File: src/rtl/vga_sync_monitor_if.sv
// Sync stream under test together with the timing recovered from it.
// Latency: none, signal bundle only.
// Backpressure: none; the sync stream free-runs and results are level/pulse outputs.
interface vga_sync_monitor_if;
  logic        hsync_in;
  logic        vsync_in;
  logic        p_tick_in;
  logic        locked;
  logic [9:0]  x;
  logic [9:0]  y;
  logic        video_on;
  logic        frame_start;
  logic [10:0] line_len;
  logic [10:0] frame_lines;
  logic [7:0]  err_cnt;

  // Source of the sync stream; observes the monitor results.
  modport master (
    output hsync_in, vsync_in, p_tick_in,
    input  locked, x, y, video_on, frame_start, line_len, frame_lines, err_cnt
  );

  // The monitor itself.
  modport slave (
    input  hsync_in, vsync_in, p_tick_in,
    output locked, x, y, video_on, frame_start, line_len, frame_lines, err_cnt
  );
endinterface

File: src/rtl/vga_sync_monitor.sv
// Measures an incoming hsync/vsync/tick stream, recovers x/y and locks onto nominal timing.
// Latency: 2-FF input sync plus one registered stage, outputs follow an input edge by 3 clocks.
// Backpressure: none; every tick and sync edge is consumed as it arrives.
module vga_sync_monitor #(
  parameter int H_TOTAL          = 800,
  parameter int V_TOTAL          = 525,
  parameter int H_DISPLAY        = 640,
  parameter int V_DISPLAY        = 480,
  parameter int H_SYNC_START     = 656,
  parameter int V_SYNC_START     = 490,
  parameter int SYNC_ACTIVE_HIGH = 1,
  parameter int LOCK_FRAMES      = 2
) (
  input logic               clk_50MHz,
  input logic               reset,
  vga_sync_monitor_if.slave mon
);
  localparam logic        SYNC_INV  = (SYNC_ACTIVE_HIGH == 0);
  localparam logic [10:0] H_TOT     = 11'(H_TOTAL);
  localparam logic [10:0] V_TOT     = 11'(V_TOTAL);
  localparam logic [10:0] WD_LAST   = 11'(2 * H_TOTAL - 1);
  localparam logic [9:0]  X_LAST    = 10'(H_TOTAL - 1);
  localparam logic [9:0]  Y_LAST    = 10'(V_TOTAL - 1);
  localparam logic [9:0]  X_SYNC    = 10'(H_SYNC_START);
  localparam logic [9:0]  Y_SYNC    = 10'(V_SYNC_START);
  localparam logic [9:0]  X_DISP    = 10'(H_DISPLAY);
  localparam logic [9:0]  Y_DISP    = 10'(V_DISPLAY);
  localparam logic [7:0]  LOCK_N    = 8'(LOCK_FRAMES);

  typedef enum logic [1:0] {SEARCH, ACQUIRE, LOCKED} state_t;
  state_t state, state_nxt;

  // Bit order {hsync, vsync, tick}; syncs are polarity-normalised before the
  // synchronizer so that a reset value of 0 always means "inactive".
  logic [2:0]  sync_a, sync_b;
  logic        hs_prev, vs_prev;
  logic        hs_edge, vs_edge, tick;
  logic [10:0] tick_cnt, line_cnt, line_len_r, frame_lines_r;
  logic        line_armed, frame_armed;
  logic [7:0]  good_cnt, good_cnt_nxt, good_inc, err_cnt_r;
  logic        line_err, frame_err, wd_err, err;
  logic [9:0]  x_r, y_r, x_nxt, y_nxt;
  logic        locked_r, video_on_r, frame_start_r;

  // Two-stage synchronizer for all three inputs plus previous-sample registers.
  always_ff @(posedge clk_50MHz or negedge reset) begin
    if (!reset) begin
      sync_a  <= '0;
      sync_b  <= '0;
      hs_prev <= 1'b0;
      vs_prev <= 1'b0;
    end else begin
      sync_a  <= {mon.hsync_in ^ SYNC_INV, mon.vsync_in ^ SYNC_INV, mon.p_tick_in};
      sync_b  <= sync_a;
      hs_prev <= sync_b[2];
      vs_prev <= sync_b[1];
    end
  end

  assign hs_edge = sync_b[2] & ~hs_prev;
  assign vs_edge = sync_b[1] & ~vs_prev;
  assign tick    = sync_b[0];

  // An edge always wins over a coincident tick, so a new line starts at 0.
  assign line_err  = hs_edge && line_armed && (tick_cnt != H_TOT);
  assign frame_err = vs_edge && frame_armed && (line_cnt != V_TOT);
  assign wd_err    = tick && !hs_edge && (tick_cnt == WD_LAST);
  assign err       = (state != SEARCH) && (line_err || frame_err || wd_err);
  assign good_inc  = good_cnt + 8'd1;

  // Line/frame length counters, checker arming and the error counter.
  always_ff @(posedge clk_50MHz or negedge reset) begin
    if (!reset) begin
      tick_cnt      <= '0;
      line_cnt      <= '0;
      line_len_r    <= '0;
      frame_lines_r <= '0;
      line_armed    <= 1'b0;
      frame_armed   <= 1'b0;
      err_cnt_r     <= '0;
    end else begin
      if (hs_edge) begin
        line_len_r <= tick_cnt;
        tick_cnt   <= '0;
      end else if (tick && tick_cnt != 11'h7FF) begin
        tick_cnt <= tick_cnt + 11'd1;
      end
      if (vs_edge) begin
        frame_lines_r <= line_cnt;
        line_cnt      <= '0;
      end else if (hs_edge && line_cnt != 11'h7FF) begin
        line_cnt <= line_cnt + 11'd1;
      end
      if (state == SEARCH) begin
        line_armed  <= 1'b0;
        frame_armed <= 1'b0;
      end else begin
        if (hs_edge) line_armed <= 1'b1;
        if (vs_edge) frame_armed <= 1'b1;
      end
      if (err && err_cnt_r != 8'hFF) err_cnt_r <= err_cnt_r + 8'd1;
    end
  end

  // Next-state and good-frame counting for the lock state machine.
  always_comb begin
    state_nxt    = state;
    good_cnt_nxt = good_cnt;
    case (state)
      SEARCH: begin
        if (vs_edge) begin
          state_nxt    = ACQUIRE;
          good_cnt_nxt = '0;
        end
      end
      ACQUIRE: begin
        if (err) begin
          state_nxt = SEARCH;
        end else if (vs_edge) begin
          good_cnt_nxt = good_inc;
          if (good_inc >= LOCK_N) state_nxt = LOCKED;
        end
      end
      LOCKED: begin
        if (err) state_nxt = SEARCH;
      end
      default: state_nxt = SEARCH;
    endcase
  end

  // Coordinate recovery: sync edges re-anchor x/y, ticks advance them.
  always_comb begin
    x_nxt = x_r;
    y_nxt = y_r;
    if (hs_edge) begin
      x_nxt = X_SYNC;
    end else if (tick) begin
      if (x_r == X_LAST) begin
        x_nxt = '0;
        y_nxt = (y_r == Y_LAST) ? '0 : y_r + 10'd1;
      end else begin
        x_nxt = x_r + 10'd1;
      end
    end
    if (vs_edge) y_nxt = Y_SYNC;
  end

  // State register and registered outputs.
  always_ff @(posedge clk_50MHz or negedge reset) begin
    if (!reset) begin
      state         <= SEARCH;
      good_cnt      <= '0;
      x_r           <= '0;
      y_r           <= '0;
      locked_r      <= 1'b0;
      video_on_r    <= 1'b0;
      frame_start_r <= 1'b0;
    end else begin
      state         <= state_nxt;
      good_cnt      <= good_cnt_nxt;
      x_r           <= x_nxt;
      y_r           <= y_nxt;
      locked_r      <= (state_nxt == LOCKED);
      video_on_r    <= (state_nxt == LOCKED) && (x_nxt < X_DISP) && (y_nxt < Y_DISP);
      frame_start_r <= vs_edge;
    end
  end

  assign mon.locked      = locked_r;
  assign mon.x           = x_r;
  assign mon.y           = y_r;
  assign mon.video_on    = video_on_r;
  assign mon.frame_start = frame_start_r;
  assign mon.line_len    = line_len_r;
  assign mon.frame_lines = frame_lines_r;
  assign mon.err_cnt     = err_cnt_r;
endmodule

File: src/flat_wrapper.sv
// flat-port wrapper written by rule: the top's interface ports become plain ports
module vga_sync_monitor_flat 
#(
  parameter int H_TOTAL          = 800,
  parameter int V_TOTAL          = 525,
  parameter int H_DISPLAY        = 640,
  parameter int V_DISPLAY        = 480,
  parameter int H_SYNC_START     = 656,
  parameter int V_SYNC_START     = 490,
  parameter int SYNC_ACTIVE_HIGH = 1,
  parameter int LOCK_FRAMES      = 2
)
  (clk_50MHz, reset, mon_hsync_in, mon_vsync_in, mon_p_tick_in, mon_locked, mon_x, mon_y, mon_video_on, mon_frame_start, mon_line_len, mon_frame_lines, mon_err_cnt);
  vga_sync_monitor_if mon_i ();
  input logic clk_50MHz;
  input logic reset;
  input wire logic [$bits(mon_i.hsync_in)-1:0] mon_hsync_in;
  input wire logic [$bits(mon_i.vsync_in)-1:0] mon_vsync_in;
  input wire logic [$bits(mon_i.p_tick_in)-1:0] mon_p_tick_in;
  output wire logic [$bits(mon_i.locked)-1:0] mon_locked;
  output wire logic [$bits(mon_i.x)-1:0] mon_x;
  output wire logic [$bits(mon_i.y)-1:0] mon_y;
  output wire logic [$bits(mon_i.video_on)-1:0] mon_video_on;
  output wire logic [$bits(mon_i.frame_start)-1:0] mon_frame_start;
  output wire logic [$bits(mon_i.line_len)-1:0] mon_line_len;
  output wire logic [$bits(mon_i.frame_lines)-1:0] mon_frame_lines;
  output wire logic [$bits(mon_i.err_cnt)-1:0] mon_err_cnt;
  assign mon_i.hsync_in = mon_hsync_in;
  assign mon_i.vsync_in = mon_vsync_in;
  assign mon_i.p_tick_in = mon_p_tick_in;
  assign mon_locked = mon_i.locked;
  assign mon_x = mon_i.x;
  assign mon_y = mon_i.y;
  assign mon_video_on = mon_i.video_on;
  assign mon_frame_start = mon_i.frame_start;
  assign mon_line_len = mon_i.line_len;
  assign mon_frame_lines = mon_i.frame_lines;
  assign mon_err_cnt = mon_i.err_cnt;
  vga_sync_monitor #(.H_TOTAL(H_TOTAL), .V_TOTAL(V_TOTAL), .H_DISPLAY(H_DISPLAY), .V_DISPLAY(V_DISPLAY), .H_SYNC_START(H_SYNC_START), .V_SYNC_START(V_SYNC_START), .SYNC_ACTIVE_HIGH(SYNC_ACTIVE_HIGH), .LOCK_FRAMES(LOCK_FRAMES)) u_core (.clk_50MHz(clk_50MHz), .reset(reset), .mon(mon_i));
endmodule
File: config.mk
export PLATFORM = sky130hd
export DESIGN_NAME = vga_sync_monitor_flat
export DESIGN_NICKNAME = d
export VERILOG_FILES = /design/src/rtl/vga_sync_monitor_if.sv /design/src/rtl/vga_sync_monitor.sv /design/src/flat_wrapper.sv
export SDC_FILE = /design/constraint.sdc
export NUM_CORES = 1
export LEC_CHECK = 0
export CAP_MARGIN = 5
export CORE_ASPECT_RATIO = 1.2
export CORE_MARGIN = 2
export CORE_UTILIZATION = 24
export CTS_CLUSTER_DIAMETER = 30
export DETAILED_ROUTE_END_ITERATION = 12
export GPL_ROUTABILITY_DRIVEN = 0
export PLACE_DENSITY = 0.46
export SLEW_MARGIN = 20
export SYNTH_ARGS = -nofsm -noshare
export SYNTH_HDL_FRONTEND = slang
export SYNTH_SLANG_ARGS = --single-unit
File: constraint.sdc
create_clock -name clk_50MHz -period 5.3 [get_ports clk_50MHz]
set_clock_uncertainty 0.1 [all_clocks]
set_input_delay 1.325 -clock clk_50MHz [delete_from_list [all_inputs] [get_ports clk_50MHz]]
set_output_delay 1.325 -clock clk_50MHz [all_outputs]
set_load 0.05 [all_outputs]
Word-level counts from Yosys, hierarchy flattened. Index checks and enable logic that the tools add are counted.

Flip-flop bits (word level): 95. Bits of input ports: 5. Output and inout bits: 53. Logic and storage cells: 94.

$add $sub $neg: 6. Order comparisons: 3. Equal/unequal tests: 14. Muxes and demuxes: 26. Bitwise logic cells: 4. Reduce and logical (&&, ||, !) cells: 23.

Operators by type and width (number): $mux 10 (8); $mux 11 (4); $mux 8 (3); $add 11x1->11 const B (2); $ne 11x10->1 const B (2); $ne 11x11->1 const B (2); $add 10x1->10 const B (2); $eq 10x10->1 const B (2); $add 8x1->8 const B (2); $pmux 8 s2 (1); $logic_and 1x1->1 (12); $reduce_bool 2->1 (6); $eq 11x11->1 const B (1); $lt 10x10->1 const B (1); $lt 10x9->1 const B (1); $mux 2 (5); $ge 8x2->1 const B (1); $ne 8x8->1 const B (1); $pmux 2 s3 (1); $eq 2x2->1 const B (2); $mux 1 (4); $ne 2x1->1 const B (2); $reduce_and 4->1 (1); $and 1x1->1 (2); 6 further kinds (8).

Longest topological paths before layout. Gate-level depths: netlist (run 1).

Word-level depth: 12. Gate-level depth with buffers: 9. Gate-level depth less buffers: 8.

Worst setup path before layout (run 1). No wires, ideal clock.

Path type: flip-flop to flip-flop. Start point: register u_core.x_r[0], in the netlist u_core.mon.x[0]. End point: register u_core.y_r[4], in the netlist u_core.mon.y[4]. Library setup time: 0.078 ns. Arrival time: 2.542 ns. Data required time: 5.122 ns. Path slack: 2.580 ns. Stages on the path, launching flop included: 9. Buffers on the path: 2. Clock period less this slack: 2.720 ns. Cell sequence: dfrtp_1 -> ha_1 -> nand4_4 -> or3_1 -> buf_2 -> or2_0 -> buf_2 -> or4_1 -> a21oi_1.

Word-level cells in the longest chain between the ends: 5.

Ends and longest elaborated chain: start: declaration (RTL line vga_sync_monitor.sv:42) `logic [9:0] x_r, y_r, x_nxt, y_nxt;`; start signal: assignment (RTL line vga_sync_monitor.sv:161) `x_r <= x_nxt;`; $eq 10x10->1 (RTL line vga_sync_monitor.sv:138) `if (x_r == X_LAST) begin`; $mux 10 (RTL line vga_sync_monitor.sv:138); $mux 10 (RTL line vga_sync_monitor.sv:137) `end else if (tick) begin`; $mux 10 (RTL line vga_sync_monitor.sv:135) `if (hs_edge) begin`; $mux 10 (RTL line vga_sync_monitor.sv:145) `if (vs_edge) y_nxt = Y_SYNC;`; end signal: assignment (RTL line vga_sync_monitor.sv:162) `y_r <= y_nxt;`; end: declaration (RTL line vga_sync_monitor.sv:42).

Every way passes these cells. A chain may end at the register's enable or synchronous reset.

Final worst setup path (run 1).
Start point: register u_core.y_r[2], in the netlist u_core.mon.y[2]. End point: output mon_y[2].

RTL lines: end: declaration (RTL line flat_wrapper.sv:22) `output wire logic [$bits(mon_i.y)-1:0] mon_y;`.

No word-level cell between the ends.

==> results.md, run 1 <==
* Post-DR wirelength/cell at 14.2 um
* Syn Std Cell Area at 0.00462 mm2
* Status: finished clean
* Cell taking the most area after synthesis: dfrtp_1
* Remaining Overflow, GRT at 0
* R2R Setup Slk at 2580 ps
* # nets final at 548
* DRC marker count from the first detailed-route iteration at 185
* Largest net degree at the start of global routing at 72
* Slew @ Worst Pin at 959 ps
* First-pass GRT wire length at 18,900 um
* Hold EP: u_core.sync_b[2]
* Top_reg_cell synth: dfrtp_1
* Post-Syn Instances at 484
* Hold_sp: u_core.sync_a[2]
* Top-count cell post-synth: dfrtp_1
* Critical Path Sink Type: output pin
* Fin. max-slew vios at 0
* Die ar. at 0.0204 mm2
* Initial antenna violation count at 0
* Dpl cell area at 0.00545 mm2
* CTS Hold Buffers Added at 0
* Hold Slack at 248 ps
* Setup crit start kind: flop
* Internal Power at 0.00135 W
* Max incr delay on CP at 850 ps
* Clock Pin Slew Worst Setup and Hold Paths at 70 ps
* H-tree levels at 3
* Hold Path Stages at 0
* Slowest-stage cell, CP: clkdlybuf4s50_1
* Hold Fails Final Rpt at 0
* Flop pwr share at 0.451
* Clock Tree Buf Depth at 2
* Unrepaired setup endpoints after global routing: no
* Grt peak-use layer: met2
* Synth Register Bits at 95
* Final setup viols at 0
* Sw Share at 0.323
* Syn_area_per_cell at 9.55 um2
* Pre-CTS setup slack at 2520 ps
* Postcts setup bufs at 0
* Sw Pwr at 0.000642 W
* Most frequent cells after synthesis: dfrtp_1 (95), nand2_1 (94), nor2_1 (36), clkbuf_1 (18)
* Arrival @ worst endpoint at 1680 ps
* PwrDens at 345 mW/mm2
* CTS tree: built
* Number of synthesis warnings at 0
* Met3 Usage GRT at 0.0257
* Ant diodes at 0
* Clock sinks at 95
* GRT Util Overall at 0.118
* Die width at 131 um
* Core Area at 0.0189 mm2
* ANT nets after route at 0
* TritonRoute pass-1 iters at 5
* Pleak at 2.39 nW
* GR Util met1 at 0.153
* Clock Power Share at 0.340
* Vias after detailed routing at 3,651
* Number of library cell types mapped by synthesis at 60
* Final min period at 3110 ps
* VDD IR max at 0.167 mV
* Fmax at 322 MHz
* CTS root buffer: clkbuf_16
* IO Count at 58
* Worst path bufs/invs at 1
* Req. time, crit path at 3880 ps
* Residual DRC at 0
* Post-Syn Nets at 499
* Area grow syn2layout at 24.5%
* CP Class: flop to output pin
* Max Cap Viol at 0
* Worst Hold Class: flop to flop
* TNS Setup at 0 ps
* Skew-Pair Late Insertion Delay at 350 ps
* CP top delay family: buffers and inverters
* Worst reg-to-reg path cell count at 5
* Final Non-Filler Cells at 792
* Total CTS buffers at 9
* Seq/Total Area, Yosys at 0.514
* Final cycle utilization of the critical path at 0.586
* Routed Wire Length at 11,200 um
* Synth top area cells: dfrtp_1 (51%), nand2_1 (7.6%), xnor2_1 (3.2%)
* Final setup margin at 2190 ps
* Starting Density at 0.245
* Post-placement cell count at 778
* Relative slew slack at 0.361
* Fraction of layout cells with a size suffix above 1 at 0.0485
* PostCTS Resize Cnt at 0
* Vias in the first global route at 3,674
* Logic pwr share at 0.209
* Via-per-instance ratio at 4.61
* Post-Layout Inst Area at 0.00576 mm2
* Fraction of registers with async set/reset at 1.00
* RR Startpoint: u_core.hs_prev
* Height of the die at 156 um
* Crit Path Max Fanout at 9
* HPWL Detailed at 7700 um
* Met2 usage at 0.188
* Post-synth EDFFs at 0
* CP Cell Sequence: clkdlybuf4s50_1
* IO Port Bufs at 57
* Top cell type's share of synthesized area at 0.514
* # rows at 55
* R2R Path End: u_core.mon.err_cnt[1]
## cell type report
cell class              instances  area, um2
multi-input cells             352       2110
fillers                      2010      13100
clock buffers                  12        267
well taps                     256        320
clock inverters                 2       38.8
repair buffers                 60        591
flip-flops and latches         95       2380
inverters                      15       56.3
## cell families (layout without fill, tap and decap cells)
kind of cell / after synthesis / count (layout) / share of synthesized area
AOI/OAI and AO/OA: 68 / 68 / 0.0991
xor gates and xnor gates: 30 / 30 / 0.0568
adders and majority gates: 10 / 10 / 0.0271
buffers and inverters: 37 / 89 / 0.0306
DFF: 95 / 95 / 0.514
muxes: 6 / 6 / 0.0133
and+or+nand+nor: 238 / 238 / 0.259
## power by group through the flow
stage	Combinational [W]	Clock (W)	Sequential (W)
3_5_place_dp	0.000419	0	0.000909
6_report	0.000416	0.000676	0.000896
4_1_cts	0.000421	0.000710	0.000895
5_1_grt	0.000458	0.000734	0.000910
2_1_floorplan	0.000199	0	0.000975
3_3_place_gp	0.000412	0	0.000905
## how the worst max path moves through the flow
stage / cells after the start / slack, ps / end / startpoint
2_1_floorplan: 8 / 2580 / u_core.mon.y[4] / u_core.mon.x[0]
3_3_place_gp: 5 / 2520 / u_core.mon.err_cnt[1] / u_core.hs_prev
3_5_place_dp: 5 / 2520 / u_core.mon.err_cnt[1] / u_core.hs_prev
4_1_cts: 1 / 2180 / mon_y[2] / u_core.mon.y[2]
5_1_grt: 1 / 2130 / mon_x[2] / u_core.mon.x[2]
6_report: 1 / 2190 / mon_y[2] / u_core.mon.y[2]
## state kept, by name, summed over array words and instances (netlist names), 2 cells and up
signal,cells
u_core.sync_b,3
u_core.tick_cnt,11
u_core.state,2
u_core.sync_a,3
u_core.good_cnt,8
u_core.mon.line_len,11
u_core.mon.y,10
u_core.mon.x,10
u_core.line_cnt,11
u_core.mon.err_cnt,8
u_core.mon.frame_lines,11
## metrics by stage
stage	total power, W	util
after floorplan	0.00117	-
after global placement	0.00132	0.289
after detailed placement	0.00133	0.289
final	0.00199	0.305
after global routing	0.00210	0.305
after CTS	0.00203	0.305
## placed cells by master, fill, tap and decap left out, types with 5 or more instances in the layout
cell,count
nand4_1,15
nor2_1,36
xnor2_1,17
ha_1,10
or4_1,6
or3_1,8
inv_1,14
and4_1,6
a21oi_1,16
nand2b_1,5
mux2i_1,5
clkdlybuf4s50_1,56
dfrtp_1,95
and3_1,9
nand3_1,17
clkbuf_16,9
nor4_1,5
xor2_1,13
nor3_1,13
o21ai_0,14
nand2_1,94
## routing by layer
metal | wire [um] | up-vias
met2 | 5340 | 85
met1 | 5080 | 1761
met4 | 244 | 0
met3 | 554 | 15
met5 | 0 | -
li1 | - | 1790
Note: power is estimated with default switching activity, not from simulation.
==> run 2: changes to the inputs <==
- PLACE_DENSITY: 0.46 -> 0.47
- clock period: 5.3 -> 2.6 ns (I/O delays scaled with it)
==> run 2 against run 1 <==
Compared with the run above:
- sequential power is 100% higher
- first-iteration DRC count down 7.0%
- utilization up 0.68 points
- register-to-register slack worse by 2400 ps
- worst setup slack got worse by 2100 ps
- sequential cell count is the same
- hold slack got worse by 45 ps
- highest routed layer unchanged
==> results.md, run 2 (same netlist as run 1, synthesis figures left out) <==
* Status: finished clean
* Met1 Wirelength at 5210 um (+2.4%)
* Max Cap Viol at 0 (unchanged)
* Most common cell after layout, fill and taps aside: nand2_1
* Flop pwr share at 0.446 (-0.005)
* Most frequent cells in the layout: nand2_1 (94), dfrtp_1 (93), clkdlybuf4s50_1 (56)
* Fin. max-slew vios at 0 (unchanged)
* Power Total at 0.00400 W (+100%)
* Post-placement cell count at 793 (+1.9%)
* TNS Setup at 0 ps (unchanged)
* Req. time, crit path at 2730 ps (-1150 ps)
* Arrival @ worst endpoint at 2600 ps (+920 ps)
* R2R Path End: u_core.mon.err_cnt[1]
* R2R Setup Slk at 130 ps (-2450 ps)
* Fmax at 405 MHz
* Worst reg-to-reg path cell count at 6 (+1)
* Height of the die at 156 um (unchanged)
* Fill count at 1,979 (-1.5%)
* Fraction of layout cells with a size suffix above 1 at 0.0832 (+0.0347)
* Final Non-Filler Cells at 809 (+2.1%)
* # nets final at 563 (+2.7%)
* CP Class: flop to flop
* Final min period at 2470 ps
* Starting Density at 0.245 (unchanged)
* Vias after detailed routing at 3,692 (+1.1%)
* # rows at 55 (unchanged)
* Routed wl met3 at 505 um (-8.8%)
* Via-per-instance ratio at 4.56 (-1.0%)
* Logic pwr share at 0.230 (+0.021)
* Setup crit start kind: flop
* Vias in the first global route at 3,636 (-1.0%)
* Sw Share at 0.345 (+0.0213)
* First-pass GRT wire length at 19,000 um (+0.62%)
* Unrepaired setup endpoints after global routing: no
* TritonRoute pass-1 iters at 4 (-1)
* Hold Fails Final Rpt at 0 (unchanged)
* Initial antenna violation count at 0 (unchanged)
* IO Port Bufs at 57 (unchanged)
* Routed Wire Length at 11,300 um (+1.0%)
* Largest net degree at the start of global routing at 42 (-42%)
* Area grow syn2layout at 27.3%
* Remaining Overflow, GRT at 0 (unchanged)
* Clock Pin Slew Worst Setup and Hold Paths at 70 ps (about the same)
* Internal Power at 0.00262 W (+95%)
* Final cycle utilization of the critical path at 0.949
* Die width at 131 um (unchanged)
* Crit Path Max Fanout at 8 (-1)
* Core Area at 0.0189 mm2 (unchanged)
* Clock Tree Buf Depth at 2 (unchanged)
* Max incr delay on CP at 610 ps (-240 ps)
* Slowest-stage cell, CP: or4_1
* Critical Path Sink Type: flop
* Final setup margin at 133 ps (-2060 ps)
* VDD IR max at 0.319 mV (+91%)
* Worst Hold Class: input pin to async pin
* Ant diodes at 0 (unchanged)
* Pre-CTS setup slack at 47.3 ps (-2470 ps)
* WL met2 at 5520 um (+3.3%)
* Sw Pwr at 0.00138 W (+110%)
* Total CTS buffers at 9 (unchanged)
* Slew @ Worst Pin at 592 ps (-367 ps)
* Pleak at 2.46 nW (+3.1%)
* DRC marker count from the first detailed-route iteration at 172 (-7.0%)
* Final setup viols at 0 (unchanged)
* RR Startpoint: u_core.tick_cnt[0]
* CTS root buffer: clkbuf_16
* IO Count at 58 (unchanged)
* ANT nets after route at 0 (unchanged)
* Max Used Layer: met4
* Post-DR wirelength/cell at 14.0 um (-1.1%)
* Relative slew slack at 0.605 (+0.244)
* Clock Power Share at 0.324 (-0.016)
* GRT Util Overall at 0.118 (+0.000374)
* Skew-Pair Late Insertion Delay at 350 ps (about the same)
* CP Cell Sequence: ha_1 > inv_1 > or2_1 > or4_1 > a21oi_4 > mux2_2
* Residual DRC at 0 (unchanged)
* PwrDens at 680 mW/mm2 (+97%)
* CTS tree: built
* Die ar. at 0.0204 mm2 (unchanged)
* H-tree levels at 3 (unchanged)
* HPWL Detailed at 8060 um (+4.7%)
* Clock sinks at 95 (unchanged)
==> run 2: cell count changes in the layout (fill, tap and decap cells not counted), moves of 2 or more <==
cell      change
dfrtp_1       -2
clkbuf_8      -3
clkinv_4      +3
dfrtp_2       +2
buf_4        +14
==> run 2: area by class of cell <==
class	count	area (um2)	share of cell area
timing repair buffer	75	716	0.122
tap	256	320	0.0544
clock inverter	7	67.6	0.0115
multi-input combinational	352	2120	0.360
sequential	95	2380	0.404
clock buffer	9	225	0.0383
inverter	15	56.3	0.00957
==> run 2: repair_timing <==
| item | in CTS | in global routing |
|---|---|---|
| endpoints found under the setup margin | 0 | 5 |
| hold buffers | 0 | 0 |
| buffers inserted | 0 | 0 |
| resized for setup | 0 | 3 |
==> run 2: worst max-delay path by stage <==
stage                       endpoint  cells past startpoint                from  slack, ps
4_1_cts              u_core.mon.y[4]                      6     u_core.mon.x[0]         30
3_5_place_dp         u_core.mon.y[4]                      6     u_core.mon.x[0]         50
5_1_grt        u_core.mon.err_cnt[1]                      6  u_core.tick_cnt[0]         20
6_report       u_core.mon.err_cnt[1]                      6  u_core.tick_cnt[0]        130
3_3_place_gp         u_core.mon.y[4]                      6     u_core.mon.x[0]        100
2_1_floorplan        u_core.mon.y[4]                      8     u_core.mon.x[0]         50
==> run 2: power by group through the flow <==
stage	logic, W	registers, W	clock network, W
final	0.000920	0.00179	0.00130
after global routing	0.00101	0.00182	0.00141
after CTS	0.000929	0.00179	0.00135
after detailed placement	0.000925	0.00181	0
after global placement	0.000915	0.00181	0
after floorplan	0.000406	0.00199	0
==> run 2: worst max-delay path, delay by kind of cell, from the launching register on <==
family | cells | cell delay [ps]
AND/OR/NAND/NOR | 2 | 870
flip-flops | 1 | 440
multiplexers | 1 | 360
AO/OA/AOI/OAI | 1 | 300
adder cells (fa/ha/maj) | 1 | 220
buffers and inverters | 1 | 60
==> run 2: routing by layer <==
layer,global-route usage,vias to the layer above
li1,-,1825
met1,0.152,1784
met2,0.198,72
met3,0.0316,11
met4,0.0258,0
met5,0,-
==> run 2: metrics by stage <==
| stage | cell area [um2] | util | hold WS (ps) |
|---|---|---|---|
| floorplan | 4630 | - | 231 |
| global placement | 5580 | 0.296 | 237 |
| detailed placement | 5580 | 0.296 | 235 |
| CTS | 5870 | 0.311 | 227 |
| global route | 5880 | 0.312 | 241 |
| finish | 5880 | 0.312 | 203 |
